--- config.mk ---
export PLATFORM = sky130hd
export DESIGN_NAME = regfile_mp
export DESIGN_NICKNAME = d
export VERILOG_FILES = /design/src/rtl/regfile_pkg.sv /design/src/rtl/regfile_mp_wmask.sv /design/src/rtl/regfile_mp.sv
export SDC_FILE = /design/constraint.sdc
export NUM_CORES = 2
export LEC_CHECK = 0
export BUFFER_PORTS_ARGS = -buffer_cell sky130_fd_sc_hd__buf_2
export CELL_PAD_IN_SITES_DETAIL_PLACEMENT = 1
export CELL_PAD_IN_SITES_GLOBAL_PLACEMENT = 2
export CORE_MARGIN = 2
export CORE_UTILIZATION = 50
export CTS_CLUSTER_SIZE = 40
export DETAILED_ROUTE_END_ITERATION = 8
export PLACE_DENSITY = 0.87
export SYNTH_ARGS = -nofsm -noshare
export SYNTH_HDL_FRONTEND = slang
export SYNTH_SLANG_ARGS = --single-unit
--- constraint.sdc ---
create_clock -name clk -period 6.85 [get_ports clk]
set_clock_uncertainty 0.1 [all_clocks]
set_input_delay 1.37 -clock clk [delete_from_list [all_inputs] [get_ports clk]]
set_output_delay 1.37 -clock clk [all_outputs]
set_load 0.03 [all_outputs]
--- src/rtl/regfile_pkg.sv ---
// Shared encodings and helpers for the multi-port register file.
// Data is numbered big-endian: bit 0 is the MSB and byte 0 is the most significant byte.
package regfile_pkg;

    localparam logic [2:0] PPP_ALL   = 3'b000;
    localparam logic [2:0] PPP_UPPER = 3'b001;
    localparam logic [2:0] PPP_LOWER = 3'b010;
    localparam logic [2:0] PPP_EVEN  = 3'b011;
    localparam logic [2:0] PPP_ODD   = 3'b100;

    typedef enum logic {
        ST_CLEAR = 1'b0,
        ST_RUN   = 1'b1
    } state_e;

    // Widest supported register is 256 bits; narrower users take the leading bits.
    localparam int unsigned MAX_NB = 32;

    typedef logic [0:MAX_NB-1]   bmask_t;
    typedef logic [0:8*MAX_NB-1] wmask_t;

    function automatic wmask_t expand_bmask(input bmask_t bm);
        wmask_t m;
        for (int i = 0; i < MAX_NB; i++) begin
            m[8*i +: 8] = {8{bm[i]}};
        end
        return m;
    endfunction

endpackage

--- src/rtl/regfile_mp_wmask.sv ---
// Combinational ppp decode into a bit-level write mask.
// The same mask serves both the write port and the bypass path.
module rf_wmask_gen
    import regfile_pkg::*;
#(
    parameter int unsigned DATA_W = 64
) (
    input  logic [2:0]        ppp_i,
    output logic [0:DATA_W-1] mask_o
);

    localparam int unsigned NB = DATA_W / 8;

    bmask_t bmask;
    wmask_t full_mask;
    logic   unused_mask_bits;

    always_comb begin
        bmask = '0;
        for (int unsigned i = 0; i < NB; i++) begin
            unique case (ppp_i)
                PPP_UPPER: bmask[i] = (i < NB / 2);
                PPP_LOWER: bmask[i] = (i >= NB / 2);
                PPP_EVEN:  bmask[i] = (i[0] == 1'b0);
                PPP_ODD:   bmask[i] = i[0];
                default:   bmask[i] = 1'b1;
            endcase
        end
    end

    assign full_mask        = expand_bmask(bmask);
    assign mask_o           = full_mask[0:DATA_W-1];
    assign unused_mask_bits = ^full_mask;

endmodule

--- src/rtl/regfile_mp.sv ---
// Parametrised register file: NUM_RD async read ports, one byte-masked write port,
// optional write-to-read bypass and a post-reset clear sequencer. Entry 0 reads as zero.
module regfile_mp
    import regfile_pkg::*;
#(
    parameter int unsigned DATA_W = 64,
    parameter int unsigned ADDR_W = 5,
    parameter int unsigned NUM_RD = 2,
    parameter int unsigned BYPASS = 1
) (
    input  logic                     clk,
    input  logic                     rst,
    input  logic [0:NUM_RD*ADDR_W-1] rd_addr,
    output logic [0:NUM_RD*DATA_W-1] rd_data,
    input  logic                     wr_en,
    input  logic [ADDR_W-1:0]        wr_addr,
    input  logic [0:DATA_W-1]        wr_data,
    input  logic [2:0]               ppp,
    output logic                     busy
);

    localparam int unsigned DEPTH = 2 ** ADDR_W;

    state_e              state_q, state_d;
    logic [ADDR_W-1:0]   clr_ptr_q, clr_ptr_d;
    logic [0:DATA_W-1]   mem_q [DEPTH];

    logic [0:DATA_W-1]   wmask;
    logic [0:DATA_W-1]   wr_merged;
    logic                wr_hit;
    logic                mem_we;
    logic [ADDR_W-1:0]   mem_waddr;
    logic [0:DATA_W-1]   mem_wdata;
    logic [ADDR_W-1:0]   rd_addr_k [NUM_RD];

    rf_wmask_gen #(
        .DATA_W(DATA_W)
    ) u_wmask (
        .ppp_i (ppp),
        .mask_o(wmask)
    );

    assign busy      = (state_q == ST_CLEAR);
    assign wr_hit    = wr_en && !busy && (wr_addr != '0);
    // Unmasked bytes keep the stored value; positions are never shifted.
    assign wr_merged = (mem_q[wr_addr] & ~wmask) | (wr_data & wmask);

    always_ff @(posedge clk) begin
        if (!rst) begin
            state_q   <= ST_CLEAR;
            clr_ptr_q <= ADDR_W'(1);
        end else begin
            state_q   <= state_d;
            clr_ptr_q <= clr_ptr_d;
        end
    end

    always_comb begin
        state_d   = state_q;
        clr_ptr_d = clr_ptr_q;
        mem_we    = 1'b0;
        mem_waddr = wr_addr;
        mem_wdata = wr_merged;
        unique case (state_q)
            ST_CLEAR: begin
                mem_we    = 1'b1;
                mem_waddr = clr_ptr_q;
                mem_wdata = '0;
                // Stop on the last entry so the pointer never wraps onto entry 0.
                if (clr_ptr_q == {ADDR_W{1'b1}}) begin
                    state_d = ST_RUN;
                end else begin
                    clr_ptr_d = clr_ptr_q + ADDR_W'(1);
                end
            end
            ST_RUN: begin
                mem_we = wr_hit;
            end
        endcase
    end

    always_ff @(posedge clk) begin
        if (rst && mem_we) begin
            mem_q[mem_waddr] <= mem_wdata;
        end
    end

    for (genvar k = 0; k < NUM_RD; k++) begin : g_rd_addr
        assign rd_addr_k[k] = rd_addr[k*ADDR_W +: ADDR_W];
    end

    always_comb begin
        rd_data = '0;
        for (int unsigned k = 0; k < NUM_RD; k++) begin
            if (!busy && (rd_addr_k[k] != '0)) begin
                if ((BYPASS != 0) && wr_hit && (rd_addr_k[k] == wr_addr)) begin
                    rd_data[k*DATA_W +: DATA_W] = wr_merged;
                end else begin
                    rd_data[k*DATA_W +: DATA_W] = mem_q[rd_addr_k[k]];
                end
            end
        end
    end

endmodule

==> results.py <==
metrics = {
    "setup_path": {
        "required_ps": 5380,
        "critPathBufInv": 4,
        "path_max_fanout": 51,
        "cp-end-kind": "output port",
        "crit_end": "rd_data[89]",
        "reg2reg_slack_ps": 2760,
        "cp-startpoint": "wr_addr[0]",
        "path_depth": 9,
        "r2r_cells": 7,
        "r2r-start": "state_q$_SDFF_PN0_",
        "cp.arrival_ps": 4950,
        "start_kind": "input pin",
        "critical_path_class": "in -> out",
        "path_delay_family": "buffers and inverters",
        "crit_chain": "buf_8 > buf_12 > buf_12 > mux4_2 > a22oi_1 > nand2_1 > nor3_2 > o22ai_1 > buf_2",
        "critPathSlowestCell": "nor3_2",
        "crit_path_frequent_cell": "buf_12",
        "worst_path_largest_cell_delay_ps": 610,
        "timing.rr.end": "mem_q[10][35]$_DFFE_PP_",
    },
    "synthesis": {
        "synth_compound_area_share_pct": 6.290,
        "synth_area_um2": 112300,
        "async_reset_ff_share_pct": 0,
        "synth_top_family_by_area": "multiplexers",
        "yosysWarnings": 0,
        "synth_cells": 6120,
        "synth-seq-cells": 2054,
        "synth_adder_area_share_pct": 0.02229,
        "synth_simple_gate_area_share_pct": 2.480,
        "ys_seq_area_share_pct": 54.88,
        "synthMuxAreaShare_pct": 33.18,
        "syn-num-nets": 6207,
        "synth_flop_cell": "edfxtp_1",
        "synth_edf_count": 2048,
        "synth_xor_area_share_pct": 0.1170,
        "yosysUniqueCellTypes": 79,
        "syn_area_per_cell_um2": 18.35,
    },
    "timing": {
        "fin_setup_tns_ps": 0,
        "max_slew_margin_pct": 13.20,
        "fin_crit_sh_pct": 93.74,
        "max_freq_mhz": 155.7,
        "finalSetupViolCount": 0,
        "worst_pin_slew_ps": 1302,
        "fin_crit_ps": 6421,
        "finalWorstSetupSlack_ps": 429.1,
        "final_max_slew_viol_count": 0,
        "rsz0062_at_grt": "no",
        "hold_viol": 0,
    },
    "global_routing": {
        "grt_pass1_vias": 79963,
        "grt_util_met1_pct": 50.51,
        "grt_usage_pct": 39.66,
        "antenna_found_initial": 34,
        "overflow": 0,
        "grt_use_met2_pct": 57.03,
        "top_usage_layer": "met2",
        "grt_first_pass_wirelength_um": 635400,
        "grt_use_met3_pct": 13.74,
        "grt_max_degree": 98,
    },
    "pwr": {
        "powerDensity_nw_per_um2": 233.8,
        "p_comb_share_pct": 11.2,
        "switching_power_mw": 7.410,
        "peakVddDrop_uv": 303.1,
        "pwr-share-clk_pct": 42.0,
        "p_int_mw": 22.08,
        "pwr-share-seq_pct": 46.9,
        "swShare_pct": 25.13,
        "p_leak_nw": 40.74,
    },
    "worst_hold_path": {
        "hold_class": "reg -> reg",
        "holdCritStartpoint": "clr_ptr_q[4]$_SDFFE_PN0P_",
    },
    "status": {
        "status": "finished, final reports clean",
    },
    "clocking": {
        "postCtsSetupBuffers": 0,
        "clkTransAtPathRegs_ps": 60,
        "cts_root_buffer": "clkbuf_16",
        "clock-sinks": 2054,
        "h-tree-depth": 4,
        "cts_made_buffers": 217,
        "cts_buffer_depth": 3,
        "worstSkewPairLatency_ps": 920,
        "cts_hold_buffers": 0,
        "cts_tree": "yes",
        "post_cts_resized": 0,
    },
    "routing": {
        "wl_per_cell_um": 47.55,
        "wl_um": 455400,
        "num_vias": 78406,
        "dr.pass1.iters": 8,
        "drc": 0,
        "first_iter_violations": 13935,
        "vias_per_cell": 8.186,
        "ant_nets": 0,
    },
    "placement": {
        "pre_cts_ws_ps": 579.8,
        "gp_congestion": 0.8994,
        "hpwl_um": 272700,
        "port_buffers": 213,
    },
    "final_layout": {
        "finish.net_count": 6474,
        "drive_gt1_share_pct": 39.50,
        "syn_to_final_growth_pct": 12.36,
    },
    "floorplan": {
        "num_io_pins": 214,
        "row_count": 173,
        "die_w_um": 477.9,
        "start_util_pct": 50.41,
        "die-area_um2": 228400,
        "core_um2": 222700,
        "die_y_um": 477.9,
    },
    "run": {
        "drv_cap": 0,
    },
}
[per-layer routing]
| layer | up-vias | routed length (um) | part of all wire, % |
|---|---|---|---|
| li1 | 27646 | - | - |
| met1 | 40427 | 144500 | 32 |
| met2 | 8184 | 197500 | 43 |
| met3 | 2119 | 73680 | 16 |
| met4 | 30 | 39490 | 8.7 |
| met5 | - | 209 | 0.046 |
[flip-flops by register name, summed over array words and instances, names as in the netlist]
name / count
clr_ptr_q: 5
mem_q: 2048
state_q: 1
[worst reg2reg max path, cell delays in order (launching register included)]
cell       delay, ps
dfxtp_1          400
buf_4            270
inv_4            260
a2111oi_1        580
a21oi_1          110
or3b_2           710
nor2_4           950
buf_12           340
[cell usage in the layout (no fill, tap or decap), types with 106 or more instances in the layout]
cell type / synthesis / routed
buf_2: 191 / 199
a21oi_1: 184 / 184
buf_12: 13 / 106
o22ai_1: 197 / 197
nand2_1: 145 / 144
clkbuf_16: 0 / 218
nor2_1: 194 / 155
buf_4: 60 / 319
edfxtp_1: 2048 / 2048
a22oi_1: 428 / 428
mux2i_1: 325 / 325
mux4_2: 1471 / 1471
[per-stage QoR]
stage / total power, mW / utilization [%] / instances / hold WS (ps) / cell area (um2)
floorplan: 16.12 / - / 6120 / 386.9 / 112300
global placement: 17.18 / 53.32 / 9143 / 423.3 / 118800
detailed placement: 17.24 / 53.32 / 9143 / 478.0 / 118800
CTS: 29.37 / 56.61 / 9554 / 501.1 / 126100
global route: 29.97 / 56.62 / 9559 / 537.6 / 126100
finish: 29.49 / 56.64 / 9578 / 519.8 / 126200
[cells in the mapped netlist, types with 22 or more instances]
master | count | share of area, %
nor3_1 | 64 | 0.29
buf_1 | 38 | 0.13
a21oi_1 | 184 | 0.82
o21ai_0 | 57 | 0.25
nand3_1 | 36 | 0.16
mux4_1 | 22 | 0.51
mux4_2 | 1471 | 30
buf_4 | 60 | 0.40
buf_2 | 191 | 0.85
a22oi_1 | 428 | 2.9
nor2_1 | 194 | 0.65
o22ai_1 | 197 | 1.1
mux2i_1 | 325 | 2.9
buf_6 | 34 | 0.34
o21ai_1 | 27 | 0.12
nand2_1 | 145 | 0.48
o211ai_1 | 26 | 0.17
a211oi_1 | 32 | 0.21
edfxtp_1 | 2048 | 55
buf_8 | 22 | 0.29
mux2_2 | 26 | 0.26
nor2b_1 | 41 | 0.23
clkbuf_1 | 226 | 0.76
[cell type report]
type | count | area [um2]
Antenna cell | 24 | 60.06
Fill cell | 19351 | 96580
Inverter | 5 | 23.77
Sequential cell | 2054 | 61620
Multi-Input combinational cell | 3475 | 47740
Timing Repair Buffer | 634 | 5655
Clock buffer | 241 | 5542
Clock inverter | 170 | 1793
Tap cell | 2975 | 3722
[power by group through the flow]
stage / combinational (mW) / sequential [mW] / clock (mW)
final: 3.29 / 13.8 / 12.4
after global placement: 3.11 / 14.1 / 0
after floorplan: 2.05 / 14.1 / 0
after CTS: 3.19 / 13.8 / 12.4
after detailed placement: 3.16 / 14.1 / 0
after global routing: 3.33 / 13.8 / 12.8
[logic make-up (layout without fill, tap and decap cells)]
| logic type | count (synthesis) | in the layout |
|---|---|---|
| muxes | 1844 | 1844 |
| other | 0 | 24 |
| buffers and inverters | 591 | 1050 |
| DFF | 2054 | 2054 |
| AOI/OAI and AO/OA | 1031 | 1031 |
| and+or+nand+nor | 583 | 583 |
| adders and majority gates | 2 | 2 |
| xor gates and xnor gates | 15 | 15 |
[how the worst min path moves through the flow]
| stage | to | slack (ps) | cells after the start |
|---|---|---|---|
| final | clr_ptr_q[4]$_SDFFE_PN0P_ | 520 | 2 |
| after global routing | clr_ptr_q[1]$_SDFFE_PN0P_ | 540 | 2 |
| after CTS | clr_ptr_q[4]$_SDFFE_PN0P_ | 500 | 2 |
| after detailed placement | clr_ptr_q[1]$_SDFFE_PN0P_ | 480 | 2 |
| after global placement | clr_ptr_q[1]$_SDFFE_PN0P_ | 420 | 2 |
| after floorplan | clr_ptr_q[1]$_SDFFE_PN0P_ | 390 | 2 |
(Power assumes the default switching activity.)
